## config.mk

```make
export PLATFORM = sky130hd
export DESIGN_NAME = inst_fetch_unit
export DESIGN_NICKNAME = d
export VERILOG_FILES = /design/src/rtl/inst_fetch_unit.sv
export SDC_FILE = /design/constraint.sdc
export NUM_CORES = 1
export LEC_CHECK = 0
export CORE_UTILIZATION = 35
export CTS_CLUSTER_DIAMETER = 100
export DETAILED_ROUTE_END_ITERATION = 10
export DONT_BUFFER_PORTS = 1
export SYNTH_ARGS = -nofsm -noshare
export SYNTH_HDL_FRONTEND = slang
export SYNTH_SLANG_ARGS = --single-unit
```

## constraint.sdc

```tcl
create_clock -name clk -period 2.47 [get_ports clk]
set_input_delay 0.494 -clock clk [delete_from_list [all_inputs] [get_ports clk]]
set_output_delay 0.494 -clock clk [all_outputs]
set_load 0.03 [all_outputs]
```

## src/rtl/inst_fetch_unit.sv

```systemverilog
// Instruction fetch initiator for a 1-cycle registered instruction memory.
// Issues sequential fetches, buffers one word under decode backpressure, redirects on branch, and halts on a memory fault.
module inst_fetch_unit #(
  parameter int unsigned                   INSTR_ADDR_WIDTH     = 16,
  parameter int unsigned                   INSTR_DATA_BIT_WIDTH = 16,
  parameter logic [INSTR_ADDR_WIDTH-1:0]   RESET_PC             = '0
) (
  input  logic                            clk,
  input  logic                            rst,
  input  logic                            fetch_en,
  output logic [INSTR_ADDR_WIDTH-1:0]     mem_addr,
  input  logic [INSTR_DATA_BIT_WIDTH-1:0] mem_data,
  input  logic                            mem_exc,
  input  logic                            br_valid,
  input  logic [INSTR_ADDR_WIDTH-1:0]     br_target,
  output logic                            id_valid,
  input  logic                            id_ready,
  output logic [INSTR_DATA_BIT_WIDTH-1:0] id_instr,
  output logic [INSTR_ADDR_WIDTH-1:0]     id_pc,
  output logic                            fault,
  output logic [INSTR_ADDR_WIDTH-1:0]     fault_pc
);

  localparam int unsigned AW = INSTR_ADDR_WIDTH;
  localparam int unsigned DW = INSTR_DATA_BIT_WIDTH;

  typedef enum logic [1:0] {
    ST_IDLE  = 2'd0,
    ST_RUN   = 2'd1,
    ST_FAULT = 2'd2
  } state_e;

  state_e          state_q, state_d;
  logic [AW-1:0]   mem_addr_q, mem_addr_d;
  logic            req_q, req_d;
  logic [AW-1:0]   req_pc_q, req_pc_d;
  logic            skid_valid_q, skid_valid_d;
  logic [DW-1:0]   skid_instr_q, skid_instr_d;
  logic [AW-1:0]   skid_pc_q, skid_pc_d;
  logic            id_valid_q, id_valid_d;
  logic [DW-1:0]   id_instr_q, id_instr_d;
  logic [AW-1:0]   id_pc_q, id_pc_d;
  logic            fault_q, fault_d;
  logic [AW-1:0]   fault_pc_q, fault_pc_d;

  logic            out_free_s;
  logic            rsp_ok_s;
  logic            fault_take_s;
  logic            branch_s;
  logic            issue_en_s;

  // Next-state logic: issue control, response routing, redirect and fault capture
  always_comb begin
    state_d      = state_q;
    mem_addr_d   = mem_addr_q;
    req_d        = 1'b0;
    req_pc_d     = req_pc_q;
    skid_valid_d = skid_valid_q;
    skid_instr_d = skid_instr_q;
    skid_pc_d    = skid_pc_q;
    id_valid_d   = id_valid_q;
    id_instr_d   = id_instr_q;
    id_pc_d      = id_pc_q;
    fault_d      = fault_q;
    fault_pc_d   = fault_pc_q;

    out_free_s   = !id_valid_q || id_ready;
    rsp_ok_s     = req_q && !mem_exc;
    branch_s     = br_valid && (state_q != ST_FAULT);
    fault_take_s = req_q && mem_exc && !br_valid && (state_q != ST_FAULT);
    // An issue while the output is stalled with a word in flight could overflow the skid slot
    issue_en_s   = (state_q == ST_RUN) && !skid_valid_q &&
                   !(req_q && id_valid_q && !id_ready) && !fault_take_s;

    case (state_q)
      ST_IDLE: begin
        if (fetch_en) begin
          state_d = ST_RUN;
        end else begin
          state_d = ST_IDLE;
        end
      end
      ST_RUN: begin
        if (!fetch_en) begin
          state_d = ST_IDLE;
        end else begin
          state_d = ST_RUN;
        end
      end
      ST_FAULT: state_d = ST_FAULT;
      default:  state_d = ST_IDLE;
    endcase

    if (fault_take_s) begin
      state_d    = ST_FAULT;
      fault_d    = 1'b1;
      fault_pc_d = req_pc_q;
    end else begin
      fault_d    = fault_q;
    end

    if (branch_s) begin
      mem_addr_d   = br_target;
      req_d        = 1'b0;
      skid_valid_d = 1'b0;
      id_valid_d   = 1'b0;
    end else begin
      if (issue_en_s) begin
        req_d      = 1'b1;
        req_pc_d   = mem_addr_q;
        mem_addr_d = mem_addr_q + {{(AW-1){1'b0}}, 1'b1};
      end else begin
        req_d      = 1'b0;
      end

      if (out_free_s) begin
        if (skid_valid_q) begin
          id_valid_d   = 1'b1;
          id_instr_d   = skid_instr_q;
          id_pc_d      = skid_pc_q;
          skid_valid_d = 1'b0;
        end else if (rsp_ok_s) begin
          id_valid_d   = 1'b1;
          id_instr_d   = mem_data;
          id_pc_d      = req_pc_q;
        end else begin
          id_valid_d   = 1'b0;
        end
      end else begin
        if (rsp_ok_s) begin
          skid_valid_d = 1'b1;
          skid_instr_d = mem_data;
          skid_pc_d    = req_pc_q;
        end else begin
          skid_valid_d = skid_valid_q;
        end
      end
    end
  end

  // State registers, cleared immediately by reset
  always_ff @(posedge clk or negedge rst) begin
    if (!rst) begin
      state_q      <= ST_IDLE;
      mem_addr_q   <= RESET_PC;
      req_q        <= 1'b0;
      req_pc_q     <= '0;
      skid_valid_q <= 1'b0;
      skid_instr_q <= '0;
      skid_pc_q    <= '0;
      id_valid_q   <= 1'b0;
      id_instr_q   <= '0;
      id_pc_q      <= '0;
      fault_q      <= 1'b0;
      fault_pc_q   <= '0;
    end else begin
      state_q      <= state_d;
      mem_addr_q   <= mem_addr_d;
      req_q        <= req_d;
      req_pc_q     <= req_pc_d;
      skid_valid_q <= skid_valid_d;
      skid_instr_q <= skid_instr_d;
      skid_pc_q    <= skid_pc_d;
      id_valid_q   <= id_valid_d;
      id_instr_q   <= id_instr_d;
      id_pc_q      <= id_pc_d;
      fault_q      <= fault_d;
      fault_pc_q   <= fault_pc_d;
    end
  end

  assign mem_addr = mem_addr_q;
  assign id_valid = id_valid_q;
  assign id_instr = id_instr_q;
  assign id_pc    = id_pc_q;
  assign fault    = fault_q;
  assign fault_pc = fault_pc_q;

endmodule

```

==> impl_metrics.py, run 1 <==
metrics = {
    "layout": {
        "finalInstanceArea_mm2": 0.00586,
        "multiInputGateArea_mm2": 0.00204,
        "area_growth_pct": 15.1,
        "final_cells": 621,
        "most-common-layout-cells": "dfrtp_1 (117), mux2_2 (62), nand2_1 (46)",
        "fill_cells": 1316,
        "regArea_mm2": 0.00295,
        "drive_gt1_share_pct": 24.9,
        "layout_commonest_cell": "dfrtp_1",
        "nets": 464,
    },
    "timing": {
        "period_share_pct": 82.2,
        "timing.hold.ws_ns": -0.221,
        "final_max_slew_viol_count": 0,
        "min_period_ns": 2.03,
        "hold_viol_final": 118,
        "max_freq_ghz": 0.493,
        "skew_ns": 0.00734,
        "tightest_slew_ns": 0.939,
        "slew_headroom_pct": 37.4,
        "finalSetupTns_ns": 0,
        "setup_viol": 0,
        "grt_setup_unrepaired": "false",
    },
    "worst_setup_path": {
        "r2r_cells": 4,
        "r2r_slack_ns": 0.44,
        "critPathTopFamily": "simple AND/OR/NAND/NOR gates",
        "path_buf_inv": 0,
        "end_kind": "flip-flop",
        "critical_path_class": "flip-flop to flip-flop",
        "cp.arrival_ns": 2.36,
        "start_kind": "flip-flop",
        "required_ns": 2.80,
        "crit_cells": 4,
        "crit_chain": "nand3b_1 > nand3_2 > or4_1 > a31oi_1",
        "crit_path_max_fanout": 21,
        "crit_slowest_cell": "or4_1",
        "cpPeakStageDelay_ns": 0.60,
    },
    "die": {
        "design.core.area_mm2": 0.0140,
        "dieHeight_um": 123,
        "dieArea_mm2": 0.0150,
        "rows": 43,
        "start_util_pct": 36.3,
        "die_w_um": 123,
        "ios": 104,
    },
    "route": {
        "totalWireLength_mm": 11.7,
        "routedWlPerCell_um": 18.8,
        "num_vias": 3275,
        "drc": 0,
        "drt-pass1-iter-count": 4,
        "drt_iter0_drc": 235,
        "viasPerCell": 5.27,
        "drtAntennaViolNets": 0,
    },
    "global_routing": {
        "grt_util_all_layers_pct": 16.8,
        "grt_pass1_vias": 3366,
        "grt_first_pass_wirelength_mm": 18.6,
        "grt_antenna_before_repair": 2,
        "grt_max_degree": 119,
        "grt_overflow_total": 0,
    },
    "power_and_ir_drop": {
        "p_clk_share_pct": 34.2,
        "power_frac_comb_pct": 10.2,
        "p_leak_uw": 0.00255,
        "vdd_drop_max_mv": 0.487,
        "internal-power_uw": 4170,
        "switchingPower_uw": 2330,
        "seq_power_share_pct": 55.6,
        "power_uw": 6510,
        "p_per_area_mw_per_mm2": 1110,
        "p_sw_share_pct": 35.9,
    },
    "synthesis": {
        "yosysWarnings": 0,
        "ys.flop_type": "dfrtp_1",
        "synth_edf_count": 0,
        "synth_cell_types": 42,
        "syn_avg_cell_area_um2": 12.2,
        "ys_ff_latch": 118,
        "async_flop_share_pct": 100,
        "synth_cells": 418,
        "ys_seq_area_share_pct": 58.0,
        "syn_nets": 457,
        "synth.cell_area_mm2": 0.00509,
    },
    "status": {
        "violations": "hold timing",
        "status": "finished with violations",
    },
    "clocking": {
        "cts_setup_buffers": 0,
        "clk_pin_slew_ns": 0.05,
        "cts_num_sinks": 118,
        "h-tree-depth": 4,
        "cts_tree": "built",
        "cts_buffers": 17,
        "cts_resized": 0,
        "cts_root_buf": "clkbuf_16",
        "clk_latency_ns": 0.41,
        "cts_max_path_buffers": 2,
    },
    "placement": {
        "gp_congestion": 0.801,
        "dpl.cell_count": 586,
        "io_buffers": 0,
        "placed_area_mm2": 0.00532,
        "place_hpwl_mm": 7.88,
    },
    "flow_run": {
        "maxCapViolations": 0,
    },
    "hold_path": {
        "hold_class": "input pin to asynchronous set/reset pin",
    },
}
==> final timing paths <==
kind	startpoint	end
hold / removal	rst	id_pc[6]
setup reg to reg	id_valid	mem_addr[10]
max in group asynchronous	rst	skid_valid_q
min in group clk	br_target[2]	mem_addr[2]
hold reg to reg	skid_pc_q[1]	skid_pc_q[1]
setup / recovery	id_valid	mem_addr[10]
==> sequential cells by signal, indices dropped and copies added (netlist names), 2 cells and up <==
name,count
fault_pc,16
id_instr,16
id_pc,16
mem_addr,16
req_pc_q,16
skid_instr_q,16
skid_pc_q,16
state_q,2
==> synthesized netlist by cell type, types with 2 or more instances <==
| master | count | share of area [%] |
|---|---|---|
| buf_6 | 2 | 0.44 |
| nor2_2 | 2 | 0.25 |
| or4_1 | 7 | 1.0 |
| or3_1 | 2 | 0.25 |
| o21ai_0 | 40 | 3.9 |
| and3_1 | 7 | 0.86 |
| nand4_1 | 4 | 0.49 |
| nand2b_1 | 2 | 0.25 |
| mux2_2 | 62 | 14 |
| clkbuf_1 | 17 | 1.3 |
| mux2i_1 | 32 | 6.3 |
| o311ai_0 | 2 | 0.34 |
| inv_1 | 4 | 0.29 |
| dfrtp_1 | 118 | 58 |
| buf_2 | 4 | 0.39 |
| nand2_1 | 46 | 3.4 |
| nor2_1 | 12 | 0.88 |
| o31ai_1 | 7 | 1.0 |
| a31oi_1 | 10 | 1.2 |
| and4_1 | 5 | 0.86 |
| and2_1 | 2 | 0.25 |
| nand3b_1 | 2 | 0.29 |
| nand3_1 | 10 | 0.98 |
==> power groups by stage <==
stage	sequential (uW)	combinational, uW	clock [uW]
finish	3620	663	2230
global route	3700	767	2380
CTS	3640	675	2290
detailed placement	3670	671	0
global placement	3640	644	0
floorplan	3480	551	0
==> per-stage QoR <==
| step | utilization (%) | worst slack (ns) |
|---|---|---|
| CTS | 41.7 | 0.451 |
| floorplan | - | 0.702 |
| finish | 41.7 | 0.440 |
| detailed placement | 37.9 | 0.458 |
| global route | 41.7 | 0.278 |
| global placement | 37.9 | 0.504 |
==> logic make-up after synthesis <==
family	count (synthesis)	share of synthesized area (%)
flip-flops	118	58.0
AND/OR/NAND/NOR	110	11.4
multiplexers	94	20.0
XOR/XNOR	2	0.344
buffers and inverters	27	2.38
AO/OA/AOI/OAI	66	7.67
adder cells (fa/ha/maj)	1	0.246
==> metal layers <==
| metal | routed length, um | vias up | share of wire, % | global-route usage, % |
|---|---|---|---|---|
| met5 | 0 | - | 0 | 0 |
| met4 | 157 | 0 | 1.3 | 7.16 |
| met3 | 795 | 12 | 6.8 | 6.46 |
| met2 | 5540 | 101 | 48 | 25.9 |
| met1 | 5170 | 1636 | 44 | 21.0 |
| li1 | - | 1526 | - | - |
==> area by class of cell <==
class	count	share of cell area (%)
flip-flops and latches	118	50.4
clock inverters	10	1.39
repair buffers	11	1.41
clock buffers	22	7.75
multi-input cells	273	34.8
diodes	3	0.128
well taps	180	3.84
inverters	4	0.256
==> worst reg2reg max path: cells and delay by family, from the launching register on <==
kind,cells,cell delay [ns]
AND/OR/NAND/NOR,3,1.24
AO/OA/AOI/OAI,1,0.18
flip-flops,1,0.52
No activity file was read; power rests on OpenSTA's default activity.
==> run 2, diff against run 1 <==
clock period = 2.1 ns   (was 2.47 ns; I/O delays follow)
==> run 2 against run 1 <==
  * The run still ends with hold timing left
  * Routed wire length hardly changed
  * Clock power is 42% higher
  * Via count rose by 1.5%
  * Flip-flop and latch count unchanged
  * Cell area grew 3.9%
  * Clock-buffer cell count is 1 lower
  * Global-route usage barely moved
  * Worst hold slack lost 0.072 ns
  * Critical path type unchanged
  * Critical endpoint is now mem_addr[6]
  * Largest cell class unchanged
==> impl_metrics.py, run 2 (synthesis results as in run 1) <==
metrics = {
    "status": {
        "status": "finished with violations",
        "violations": "hold timing",
    },
    "worst_setup_path": {
        "cp.arrival_ns": 2.24,
        "r2r-end": "mem_addr[6]",
        "end_kind": "flip-flop",
        "r2r_cells": 4,
        "start_kind": "flip-flop",
        "required_ns": 2.42,
        "reg2reg_from": "state_q[1]",
        "critical_path_class": "flip-flop to flip-flop",
        "r2r_slack_ns": 0.19,
        "crit_path_max_fanout": 18,
    },
    "clocking": {
        "h-tree-depth": 4,
        "cts_setup_buffers": 0,
        "cts_tree": "built",
        "clk_latency_ns": 0.41,
        "clk_pin_slew_ns": 0.05,
        "cts_buffers": 17,
        "cts_max_path_buffers": 2,
        "cts_root_buf": "clkbuf_16",
        "cts_num_sinks": 118,
    },
    "die": {
        "rows": 43,
        "ios": 104,
        "start_util_pct": 36.3,
        "die_w_um": 123,
        "design.core.area_mm2": 0.0140,
        "dieArea_mm2": 0.0150,
        "dieHeight_um": 123,
    },
    "power_and_ir_drop": {
        "power_uw": 8250,
        "vdd_drop_max_mv": 0.587,
        "p_per_area_mw_per_mm2": 1350,
        "p_leak_uw": 0.00267,
    },
    "layout": {
        "area_growth_pct": 19.6,
        "layout_commonest_cell": "dfrtp_1",
        "most-common-layout-cells": "dfrtp_1 (117), mux2_2 (62), nand2_1 (46)",
        "drive_gt1_share_pct": 27.6,
        "fin_util_pct": 43.4,
        "final_cells": 632,
        "nets": 477,
    },
    "route": {
        "drt-pass1-iter-count": 4,
        "drc": 0,
        "drt_iter0_drc": 228,
        "drtAntennaViolNets": 0,
        "viasPerCell": 5.26,
        "totalWireLength_mm": 11.7,
        "num_vias": 3325,
        "routedWlPerCell_um": 18.5,
    },
    "placement": {
        "dpl.cell_count": 599,
        "io_buffers": 0,
        "place_hpwl_mm": 7.84,
        "gp_congestion": 0.776,
    },
    "timing": {
        "skew_ns": 0.00956,
        "min_period_ns": 1.91,
        "max_freq_ghz": 0.523,
        "finalSetupTns_ns": 0,
        "grt_setup_unrepaired": "false",
        "slew_headroom_pct": 59.1,
        "tightest_slew_ns": 0.613,
        "hold_viol_final": 118,
        "timing.hold.ws_ns": -0.293,
        "final_max_slew_viol_count": 0,
        "setup_viol": 0,
        "period_share_pct": 91.1,
    },
    "global_routing": {
        "grt_overflow_total": 0,
        "grt_util_all_layers_pct": 16.8,
        "grt_first_pass_wirelength_mm": 18.7,
        "grt_max_degree": 119,
        "grt_antenna_before_repair": 3,
        "grt_pass1_vias": 3386,
    },
    "hold_path": {
        "hold_class": "input pin to asynchronous set/reset pin",
    },
    "flow_run": {
        "maxCapViolations": 0,
    },
}
-- run 2: cell types whose count changed in the layout (fill, tap and decap cells not counted), sizes merged --
cell	previous run	this run
clkinv	8	5
buf	11	24
clkbuf	22	21
bufinv	1	5
diode	3	2
clkinvlp	1	0
-- run 2: worst max path at each step --
stage	start	to	depth (start not counted)
2_1_floorplan	mem_addr[5]	mem_addr[12]	5
3_3_place_gp	state_q[1]	mem_addr[10]	4
3_5_place_dp	state_q[1]	mem_addr[6]	4
4_1_cts	state_q[1]	mem_addr[6]	4
5_1_grt	state_q[1]	mem_addr[9]	4
6_report	state_q[1]	mem_addr[6]	4
-- run 2: power breakdown --
group          switching (uW)  total, uW  internal (uW)
combinational             486        961            475
sequential               1280       4120           2850
clock                     985       3170           2180
-- run 2: what timing repair did --
action | in CTS | in global routing
setup endpoints to repair | 0 | 0
hold endpoints to repair | 118 | 118
gates resized for setup | 0 | 0
-- run 2: metal layers --
layer / global-route usage [%] / up-vias / part of all wire [%]
met5: 0 / - / 0.069
met2: 25.6 / 91 / 48
met1: 21.4 / 1661 / 43
met4: 7.85 / 2 / 1.6
met3: 5.95 / 20 / 7.0
li1: - / 1551 / -
-- run 2: critical path, cell delays in order (launching register included) --
cell	delay [ns]
dfrtp_1	0.43
nor3b_4	0.31
nand3_2	0.32
or4_1	0.58
a31oi_1	0.19
-- run 2: layout make-up --
class	instances	area, um^2
diodes	2	5.00
fillers	1272	7950
well taps	180	225
repair buffers	24	205
multi-input cells	273	2040
clock inverters	10	175
clock buffers	21	470
inverters	4	15.0
flip-flops and latches	118	2950
-- run 2: through the flow --
step	hold WS, ns	setup WS, ns	instance area, um^2
3_5_place_dp	0.127	0.217	5440
5_1_grt	-0.320	0.0878	6090
2_1_floorplan	0.124	0.332	5090
4_1_cts	-0.317	0.199	6090
6_report	-0.293	0.188	6090
3_3_place_gp	0.127	0.297	5440
